### config.mk
export PLATFORM = sky130hd
export DESIGN_NAME = id_ex_stage
export DESIGN_NICKNAME = d
export VERILOG_FILES = /design/src/rtl/idex_pkg.sv /design/src/rtl/load_use_detect.sv /design/src/rtl/id_ex_stage.sv
export SDC_FILE = /design/constraint.sdc
export NUM_CORES = 1
export LEC_CHECK = 0
export ABC_CLOCK_PERIOD_IN_PS = 3000
export CORE_MARGIN = 4
export CORE_UTILIZATION = 44
export DETAILED_ROUTE_END_ITERATION = 10
export PLACE_DENSITY = 0.89
export SLEW_MARGIN = 40
export SYNTH_ARGS = -nofsm -noshare
export SYNTH_HDL_FRONTEND = slang
export SYNTH_SLANG_ARGS = --single-unit
### constraint.sdc
create_clock -name clk -period 3 [get_ports clk]
set_input_delay 0.3 -clock clk [delete_from_list [all_inputs] [get_ports clk]]
set_output_delay 0.3 -clock clk [all_outputs]
set_load 0.005 [all_outputs]
### src/rtl/idex_pkg.sv
// rtl/idex_pkg.sv - control bundle width and field indices shared by decoder, ID/EX and EX
package idex_pkg;

  localparam int CTRL_W         = 12;
  localparam int CTRL_REGWRITE  = 0;
  localparam int CTRL_MEMREAD   = 1;
  localparam int CTRL_MEMWRITE  = 2;
  localparam int CTRL_MEMTOREG  = 3;
  localparam int CTRL_ALUSRC    = 4;
  localparam int CTRL_BRANCH    = 5;
  localparam int CTRL_JUMP      = 6;
  localparam int CTRL_ALUOP_LSB = 7;
  localparam int CTRL_ALUOP_MSB = 10;
  localparam int CTRL_SPARE     = 11;

endpackage

### src/rtl/load_use_detect.sv
// rtl/load_use_detect.sv - combinational load-use hazard detect between ID and EX
module load_use_detect (
  input  logic       idValid,
  input  logic [4:0] idRs1Addr,
  input  logic [4:0] idRs2Addr,
  input  logic       idUsesRs1,
  input  logic       idUsesRs2,
  input  logic       exValid,
  input  logic       exMemRead,
  input  logic [4:0] exRdAddr,
  output logic       loadUse
);

  logic rs1_hit;
  logic rs2_hit;

  assign rs1_hit = idUsesRs1 && (idRs1Addr == exRdAddr);
  assign rs2_hit = idUsesRs2 && (idRs2Addr == exRdAddr);

  // x0 is hardwired to zero, so a load targeting it never produces a dependency
  assign loadUse = idValid && exValid && exMemRead && (exRdAddr != 5'd0) && (rs1_hit || rs2_hit);

endmodule

### src/rtl/id_ex_stage.sv
// rtl/id_ex_stage.sv - ID/EX pipeline register with load-use bubble, flush and EX hold
// Optional performance counters: define IDEX_PERF_CNT_EN
module id_ex_stage
  import idex_pkg::CTRL_MEMREAD;
#(
  parameter int CTRL_W = idex_pkg::CTRL_W,
  parameter int XLEN   = 32
) (
  input  logic              clk,
  input  logic              rstn,
  input  logic              idValid,
  input  logic [XLEN-1:0]   idPc,
  input  logic [XLEN-1:0]   idImm,
  input  logic [4:0]        idRs1Addr,
  input  logic [4:0]        idRs2Addr,
  input  logic [4:0]        idRdAddr,
  input  logic              idUsesRs1,
  input  logic              idUsesRs2,
  input  logic [XLEN-1:0]   idRs1Data,
  input  logic [XLEN-1:0]   idRs2Data,
  input  logic [CTRL_W-1:0] idCtrl,
  input  logic              flush,
  input  logic              exStall,
  output logic              exValid,
  output logic [XLEN-1:0]   exPc,
  output logic [XLEN-1:0]   exImm,
  output logic [XLEN-1:0]   exRs1Data,
  output logic [XLEN-1:0]   exRs2Data,
  output logic [4:0]        exRs1Addr,
  output logic [4:0]        exRs2Addr,
  output logic [4:0]        exRdAddr,
  output logic [CTRL_W-1:0] exCtrl,
  output logic              idStall
`ifdef IDEX_PERF_CNT_EN
  ,
  output logic [31:0]       loadUseCnt,
  output logic [31:0]       flushCnt
`endif
);

  logic load_use;
  logic bubble;

  load_use_detect u_load_use_detect (
    .idValid   (idValid),
    .idRs1Addr (idRs1Addr),
    .idRs2Addr (idRs2Addr),
    .idUsesRs1 (idUsesRs1),
    .idUsesRs2 (idUsesRs2),
    .exValid   (exValid),
    .exMemRead (exCtrl[CTRL_MEMREAD]),
    .exRdAddr  (exRdAddr),
    .loadUse   (load_use)
  );

  assign bubble  = !flush && !exStall && load_use;
  assign idStall = rstn && !flush && (exStall || load_use);

  always_ff @(posedge clk) begin
    if (!rstn || flush || bubble) begin
      // reset, flush and bubble all leave an empty slot with zeroed payload
      exValid   <= 1'b0;
      exCtrl    <= '0;
      exPc      <= '0;
      exImm     <= '0;
      exRs1Data <= '0;
      exRs2Data <= '0;
      exRs1Addr <= '0;
      exRs2Addr <= '0;
      exRdAddr  <= '0;
    end else if (!exStall) begin
      exValid   <= idValid;
      exCtrl    <= idValid ? idCtrl : '0;
      exPc      <= idPc;
      exImm     <= idImm;
      exRs1Data <= idRs1Data;
      exRs2Data <= idRs2Data;
      exRs1Addr <= idRs1Addr;
      exRs2Addr <= idRs2Addr;
      exRdAddr  <= idRdAddr;
    end
  end

`ifdef IDEX_PERF_CNT_EN
  always_ff @(posedge clk) begin
    if (!rstn) begin
      loadUseCnt <= '0;
      flushCnt   <= '0;
    end else begin
      if (bubble && (loadUseCnt != 32'hFFFF_FFFF)) loadUseCnt <= loadUseCnt + 32'd1;
      if (flush && idValid && (flushCnt != 32'hFFFF_FFFF)) flushCnt <= flushCnt + 32'd1;
    end
  end
`endif

endmodule

## Word level (Yosys, flattened, before mapping)

Index checks and enable logic that the tools add are counted.

| word-level totals | value |
|---|---|
| register bits after elaboration | 156 |

| cells by class | value |
|---|---|
| eq/ne operators | 2 |
| multiplexer cells | 1 |
| reductions and logical operators | 18 |

Operator list:

| operator | number |
|---|---|
| 12-bit 2-to-1 mux | 1 |
| 5-bit equality test | 2 |
| 1-bit logical AND | 10 |
| 5-bit nonzero test | 1 |
| 1-bit logical OR | 4 |
| 1-bit zero test | 3 |

## Depth between registers and ports, before layout

Gate-level depths: netlist of run 1.

| depth | value |
|---|---|
| depth in word-level cells | 6 |
| depth in mapped cells | 6 |

## Cells and area by module

Synthesis of run 1 repeated with hierarchy kept, for this count alone.

| second synthesis, totals | value |
|---|---|
| cells, all modules | 555 |
| area, all modules | 6885.4 um^2 |

By module, submodules not included:

| module | instances | cells each | area each (um^2) |
|---|---|---|---|
| id_ex_stage | 1 | 538 | 6754.0 |
| load_use_detect | 1 | 17 | 131.4 |

## Least setup slack after synthesis of run 1

OpenSTA, ideal clock, no wires.

| timing | value |
|---|---|
| path kind | reg-to-output |
| start | register exRdAddr[0] |
| end | output port idStall |
| data arrival time | 1430 ps |
| cell stages (with the launch flop) | 6 |
| data required time | 2700 ps |
| path buffers | 1 |
| setup slack | 1270 ps |
| cell sequence | dfxtp_1 > or4_1 > o21ai_2 > buf_4 > nor3b_1 > a21o_1 |

| on the way | value |
|---|---|
| cells in the longest elaborated chain, start to end | 6 |

RTL lines:

| item | RTL line | text |
|---|---|---|
| from (decl) | id_ex_stage.sv:31 | `output logic [4:0] exRdAddr,` |
| from (signal assigned) | id_ex_stage.sv:80 | `exRdAddr <= idRdAddr;` |
| 5-bit equality test (on tied branches) | load_use_detect.sv:17, load_use_detect.sv:18 |  |
| 1-bit logical AND (on tied branches) | load_use_detect.sv:17, load_use_detect.sv:18 |  |
| 1-bit logical OR | load_use_detect.sv:21 | `assign loadUse = idValid && exValid && exMemRead && (exRdAddr != 5'd0) && (rs1_hit \|\| rs2_hit);` |
| 1-bit logical AND * | load_use_detect.sv:21 |  |
| 1-bit logical OR * | id_ex_stage.sv:57 | `assign idStall = rstn && !flush && (exStall \|\| load_use);` |
| 1-bit logical AND * | id_ex_stage.sv:57 |  |
| to (decl) | id_ex_stage.sv:33 | `output logic idStall` |

Every way passes the cells marked *; elsewhere a longest branch is shown, timed or not.

## Final worst setup path of run 1

Ends and elaborated chain as after synthesis.

==> results of run 1 <==
## worst max-delay path: cells and delay by family (launching register included)
kind                   cells  cell delay, ns
and+or+nand+nor            2            0.70
buffers and inverters      1            0.48
DFF                        1            0.40
AOI/OAI and AO/OA          2            0.38
## worst paths after layout
kind | start | end | slack, ns | cells after the start
max reg2reg | exRdAddr[0]$_SDFFE_PP0N_ | exRs2Data[16]$_SDFFE_PP0N_ | 0.68 | 5
max | exRdAddr[0]$_SDFFE_PP0N_ | idStall | 0.33 | 5
min | idRs1Data[26] | exRs1Data[26]$_SDFFE_PP0N_ | 0.45 | 3
min reg2reg | exRs1Data[25]$_SDFFE_PP0N_ | exRs1Data[25]$_SDFFE_PP0N_ | 0.47 | 2
## per-stage QoR
stage | util | setup slack, ns | hold slack [ns] | cells | power [mW]
after floorplan | - | 1.27 | 0.433 | 747 | 2.55
after global placement | 0.667 | 0.586 | 0.446 | 1166 | 3.10
after detailed placement | 0.667 | 0.586 | 0.457 | 1166 | 3.11
after CTS | 0.711 | 0.292 | 0.435 | 1197 | 5.42
after global routing | 0.711 | 0.236 | 0.440 | 1197 | 5.59
final | 0.711 | 0.328 | 0.453 | 1197 | 5.39
## flip-flops by register name, summed over array words and instances, names as in the netlist
name	count
exPc	32
exRs1Addr	5
exRs2Addr	5
exImm	32
exRs1Data	32
exRdAddr	5
exValid	1
exRs2Data	32
exCtrl	12
## cells in the mapped netlist
| cell type | count | area, sq um |
|---|---|---|
| nand4_1 | 2 | 12.5 |
| nand2_1 | 146 | 548 |
| nor3b_2 | 1 | 12.5 |
| and3_1 | 13 | 81.3 |
| buf_1 | 6 | 22.5 |
| or4_1 | 1 | 7.51 |
| a32oi_1 | 144 | 1260 |
| dfxtp_1 | 156 | 3120 |
| buf_4 | 15 | 113 |
| a21o_1 | 1 | 7.51 |
| clkbuf_1 | 61 | 229 |
| o21ai_2 | 1 | 8.76 |
| a22oi_1 | 12 | 90.1 |
| nand3_1 | 12 | 60.1 |
| o22ai_1 | 1 | 6.26 |
| o21ai_1 | 152 | 761 |
| o21ai_0 | 4 | 20.0 |
| and3b_1 | 1 | 8.76 |
| nor3b_1 | 1 | 7.51 |
| buf_2 | 7 | 35.0 |
| xnor2_1 | 10 | 87.6 |
## routing by layer
metal  part of all wire  vias to the layer above
met5                  0                        -
met4              0.035                        0
met3              0.085                       49
met2               0.49                      317
met1               0.39                     3241
li1                   -                     3348
## logic make-up after synthesis
| kind of cell | Yosys count | share of synthesized area |
|---|---|---|
| compound gates | 315 | 0.331 |
| buf+inv | 89 | 0.0614 |
| simple gates | 177 | 0.114 |
| flops | 156 | 0.480 |
| xor+xnor | 10 | 0.0135 |
## final cells by class
type / instances / area, sq um
Multi-Input combinational cell: 502 / 3010
Tap cell: 184 / 230
Timing Repair Buffer: 324 / 3290
Sequential cell: 156 / 3120
Clock buffer: 21 / 480
Fill cell: 1072 / 4180
Clock inverter: 10 / 163
## report_power, final
part	switching, mW	internal (mW)
combinational	0.307	0.492
sequential	0.0752	2.20
clock	0.835	1.48
==> impl_results.md, run 1 <==
- Max clock buf depth: 2
- Area of the mapped netlist: 6500 sq um
- Share of cells above drive strength 1: 0.0405
- Worst Path Required: 2.70 ns
- Resized Gates After CTS: 0
- Layout Nets: 1163
- Die area: 16800 sq um
- Number of post-CTS setup repair buffers: 0
- Post-route cell area: 10300 sq um
- Clk root buf: clkbuf_16
- Initial antenna violation count: 0
- DR DRC count: 0
- Slew headroom: 0.519
- Leading cell type in the layout, fill and taps excluded: clkdlybuf4s50_1
- Post-DP Area: 9660 sq um
- CTS tree: built
- VDD IR-drop max: 0.330 mV
- Cell variety after synth: 21
- RSZ-0062 raised after global routing: false
- Layout Skew: roughly 0.0096 ns
- Critical Path Fanout Max: 5
- Core region area: 14500 sq um
- Avg Cell Area, Syn: roughly 8.7 sq um
- Seq cells post-synth: 156
- Crit start category: register
- CP max-delay cell: or4_1
- Die height: 130 um
- Tightest Pin Transition: 0.721 ns
- Vias in the first global route: between 6000 and 7000
- Largest stage delay on the critical path: 0.63 ns
- Grt peak-use layer: met2
- Crit path cell chain: or4_1 -> o21ai_4 -> nor3b_1 -> a21o_1 -> clkdlybuf4s50_1
- CP Data Arrival Time: 2.37 ns
- First-pass GRT wire length: approximately 33000 um
- H-tree depth: 4
- Vias per inst: 5.81
- Routed length per instance: 18.2 um
- Final Critical Period: 2.67 ns
- Kind of end point of the critical path: output port
- Crit share post-route: 0.891
- Final hold vios: 0
- Std-Cell Rows: 44
- Synth-to-layout area growth: 58.4%
- Drt first pass iters: 5
- Run status: finished clean
- IO Pins: 319
- Post-synth net total: 909
- Gr ovfl total: 0
- # diodes: 0
- Setup-failing EPs final: 0
- Gp weighted congestion: roughly 0.8
- Largest net degree at the start of global routing: 159
- Final setup TNS: 0 ns
- CTS clk-pin slew, worst paths: 0.06 ns
- Min-Delay Path Class: in -> reg
- Die width: 130 um
- Max-cap violation count: 0
- Critical path class: reg -> out
- DP HPWL: 13900 um
- YS warnings: 0
- Commonest non-fill, non-tap cells in the layout: 318 x clkdlybuf4s50_1, 156 x dfxtp_1, 152 x o21ai_1, 146 x nand2_1, 144 x a32oi_1
- Antenna Nets Post-Route: 0
- Initial Util: 0.449
- CTS Sinks: 156
- M2 GR Usage: 0.401
- PD cells: between 500 and 600 nW/um^2
- Lkg Pwr: ~3.5 nW
- Clock buffer count from CTS: 17
- Iter 0 DRT Violations: 643
- Met3 usage: 0.0705
- Hold-fix buffers, CTS: 0
- PortBufs: 318
- Register area share after synthesis: 0.480
- Met1 Resource Use GR: 0.297
- Total detailed-routing wirelength: 21800 um
- Worst-Skew Late Latency: about 0.42 ns
- Slew Limit Fails: 0
- Post-synthesis cell count: 747
- Total track usage: 0.244
- Vias post-DR: 6955
- Max frequency: between 0.3 and 0.4 GHz
(Power assumes the default switching activity.)
==> inputs of run 2 (changes only) <==
--- a/config.mk
+++ b/config.mk
@@ -5,10 +5,11 @@
 export SDC_FILE = /design/constraint.sdc
 export NUM_CORES = 1
 export LEC_CHECK = 0
-export ABC_CLOCK_PERIOD_IN_PS = 3000
+export CAP_MARGIN = 10
 export CORE_MARGIN = 4
 export CORE_UTILIZATION = 44
 export DETAILED_ROUTE_END_ITERATION = 10
+export GPL_ROUTABILITY_DRIVEN = 1
 export PLACE_DENSITY = 0.89
 export SLEW_MARGIN = 40
 export SYNTH_ARGS = -nofsm -noshare
==> results of run 2 <==
The final DEF is identical to that of run 1; final timing and power are the same.
==> inputs of run 3 (changes only) <==
--- a/config.mk
+++ b/config.mk
@@ -10,7 +10,7 @@
 export CORE_UTILIZATION = 44
 export DETAILED_ROUTE_END_ITERATION = 10
 export GPL_ROUTABILITY_DRIVEN = 1
-export PLACE_DENSITY = 0.89
+export PLACE_DENSITY_LB_ADDON = 0.05
 export SLEW_MARGIN = 40
 export SYNTH_ARGS = -nofsm -noshare
 export SYNTH_HDL_FRONTEND = slang
==> run 3 against run 2 <==
Against the previous run:
- die area is the same
- wire length shrank 0.89%
- setup slack gained 0.034 ns
- largest cell class unchanged
- largest power group is now sequential cells
==> impl_results.md, run 3 (synthesis results as in run 1) <==
- Run status: finished clean (unchanged)
- Final Critical Period: 2.64 ns (was 2.67 ns)
- Slew headroom: 0.502 (was 0.519)
- Clock buffer count from CTS: 17 (unchanged)
- Crit share post-route: 0.879 (was 0.891)
- R2r setup slk: 0.78 ns (was 0.68 ns)
- Worst-Skew Late Latency: 0.42 ns (about the same)
- Max frequency: 0.379 GHz (was 0.374 GHz)
- IO Pins: 319 (unchanged)
- Die width: 130 um (unchanged)
- Gp weighted congestion: 0.802 (was 0.801)
- Crit start category: register (unchanged)
- CTS tree: built (unchanged)
- Vias in the first global route: 6116 (was 6371)
- Leading cell type in the layout, fill and taps excluded: clkdlybuf4s50_1 (unchanged)
- DP HPWL: 13500 um (was 13900 um)
- Commonest non-fill, non-tap cells in the layout: 318 x clkdlybuf4s50_1, 156 x dfxtp_1, 152 x o21ai_1, 146 x nand2_1, 144 x a32oi_1 (unchanged)
- Drt first pass iters: 4 (was 5)
- Kind of end point of the critical path: output port (unchanged)
- Iter 0 DRT Violations: 616 (was 643)
- H-tree depth: 4 (unchanged)
- Die area: 16800 sq um (unchanged)
- Post-route core utilization: 0.711 (about the same)
- Initial Util: 0.449 (unchanged)
- Max clock buf depth: 2 (unchanged)
- Tightest Pin Transition: 0.748 ns (was 0.721 ns)
- Worst Path Required: 2.70 ns (about the same)
- Number of post-CTS setup repair buffers: 0 (unchanged)
- Lkg Pwr: 3.50 nW (was 3.51 nW)
- Share of cells above drive strength 1: 0.0414 (was 0.0405)
- R2r endpoint: exRs2Data[18]$_SDFFE_PP0N_ (was exRs2Data[16]$_SDFFE_PP0N_)
- Reg-to-Reg Start: exRdAddr[0]$_SDFFE_PP0N_ (unchanged)
- CP Launch Point: exRdAddr[0]$_SDFFE_PP0N_ (unchanged)
- Largest net degree at the start of global routing: 157 (was 159)
- Setup-failing EPs final: 0 (unchanged)
- CP Data Arrival Time: 2.34 ns (was 2.37 ns)
- Initial antenna violation count: 1 (was 0)
- Grt peak-use layer: met2 (unchanged)
- Total track usage: 0.243 (was 0.244)
- CTS clk-pin slew, worst paths: 0.06 ns (about the same)
- Crit path capture: idStall (unchanged)
- Routed length per instance: 18.0 um (was 18.2 um)
- Slew Limit Fails: 0 (unchanged)
- CTS Sinks: 156 (unchanged)
- Antenna Nets Post-Route: 0 (unchanged)
- DR DRC count: 0 (unchanged)
- Final setup TNS: 0 ns (unchanged)
- Layout Skew: 0.00991 ns (was 0.00958 ns)
- Max-cap violation count: 0 (unchanged)
- Critical Path Fanout Max: 5 (unchanged)
- Clk root buf: clkbuf_16 (unchanged)
- Min-Delay Path Class: in -> reg (unchanged)
- Synth-to-layout area growth: 58.2% (was 58.4%)
- Vias post-DR: 6803 (was 6955)
- VDD IR-drop max: 0.374 mV (was 0.330 mV)
- Vias per inst: 5.67 (was 5.81)
- M2 GR Usage: 0.380 (was 0.401)
- Core region area: 14500 sq um (unchanged)
- Die height: 130 um (unchanged)
- Resized Gates After CTS: 0 (unchanged)
- Std-Cell Rows: 44 (unchanged)
- Gr ovfl total: 0 (unchanged)
- Met3 usage: 0.0919 (was 0.0705)
- Hold-fix buffers, CTS: 0 (unchanged)
- Total detailed-routing wirelength: 21700 um (was 21800 um)
- Met1 Resource Use GR: 0.304 (was 0.297)
- Worst r2r path cells: 5 (unchanged)
- First-pass GRT wire length: 32800 um (was 33100 um)
- Layout Nets: 1164 (was 1163)
- RSZ-0062 raised after global routing: false (unchanged)
- PortBufs: 318 (unchanged)
- PD cells: 513 nW/um^2 (was 523 nW/um^2)
- Critical path class: reg -> out (unchanged)
- Final hold vios: 0 (unchanged)
-- run 3: cell count changes in the layout (fill, tap and decap cells not counted) --
cell	previous run	this run
clkinvlp_4	2	3
bufinv_16	4	3
diode_2	0	1
clkbuf_1	0	1
clkinv_2	2	4
clkinv_4	2	1
clkbuf_8	4	3
buf_12	5	6
-- run 3: how the worst min path moves through the flow --
stage / slack, ns / end / cells after the start / startpoint
6_report: 0.45 / exImm[2]$_SDFFE_PP0N_ / 3 / idImm[2]
3_5_place_dp: 0.46 / exPc[8]$_SDFFE_PP0N_ / 2 / exPc[8]$_SDFFE_PP0N_
5_1_grt: 0.44 / exRs2Data[31]$_SDFFE_PP0N_ / 3 / idRs2Data[31]
3_3_place_gp: 0.45 / exImm[8]$_SDFFE_PP0N_ / 2 / exImm[8]$_SDFFE_PP0N_
2_1_floorplan: 0.43 / exImm[0]$_SDFFE_PP0N_ / 2 / idImm[0]
4_1_cts: 0.43 / exImm[2]$_SDFFE_PP0N_ / 3 / idImm[2]
-- run 3: per-layer routing --
layer	share of wire	wire length, um
met3	0.093	2020
met4	0.019	410
met5	0	0
met2	0.48	10500
met1	0.40	8730
-- run 3: metrics by stage --
stage / hold slack [ns] / setup WS [ns] / std cells / total power [mW] / cell area [sq um]
6_report: 0.447 / 0.362 / 1200 / 5.28 / 10300
5_1_grt: 0.444 / 0.281 / 1200 / 5.48 / 10300
4_1_cts: 0.428 / 0.320 / 1199 / 5.33 / 10300
3_5_place_dp: 0.457 / 0.577 / 1167 / 3.11 / 9680
3_3_place_gp: 0.446 / 0.554 / 1167 / 3.11 / 9680
2_1_floorplan: 0.433 / 1.27 / 747 / 2.55 / 6500
-- run 3: report_power, final --
part / switching [mW] / leakage [nW] / internal [mW]
sequential: 0.0700 / 1.28 / 2.20
clock: 0.843 / 0.295 / 1.37
combinational: 0.304 / 1.92 / 0.494
-- run 3: cell type report --
class,count,area [sq um]
antenna,1,2.50
clock buffer,21,470
clock inverter,11,141
fill,1147,4190
multi-input combinational,502,3010
sequential,156,3120
tap,184,230
timing repair buffer,325,3310
-- run 3: critical path, cell delays in order, from the launching register on --
cell and delay (ns):
dfxtp_1 0.38, or4_1 0.62, o21ai_4 0.19, nor3b_1 0.07, a21o_1 0.17, clkdlybuf4s50_1 0.49
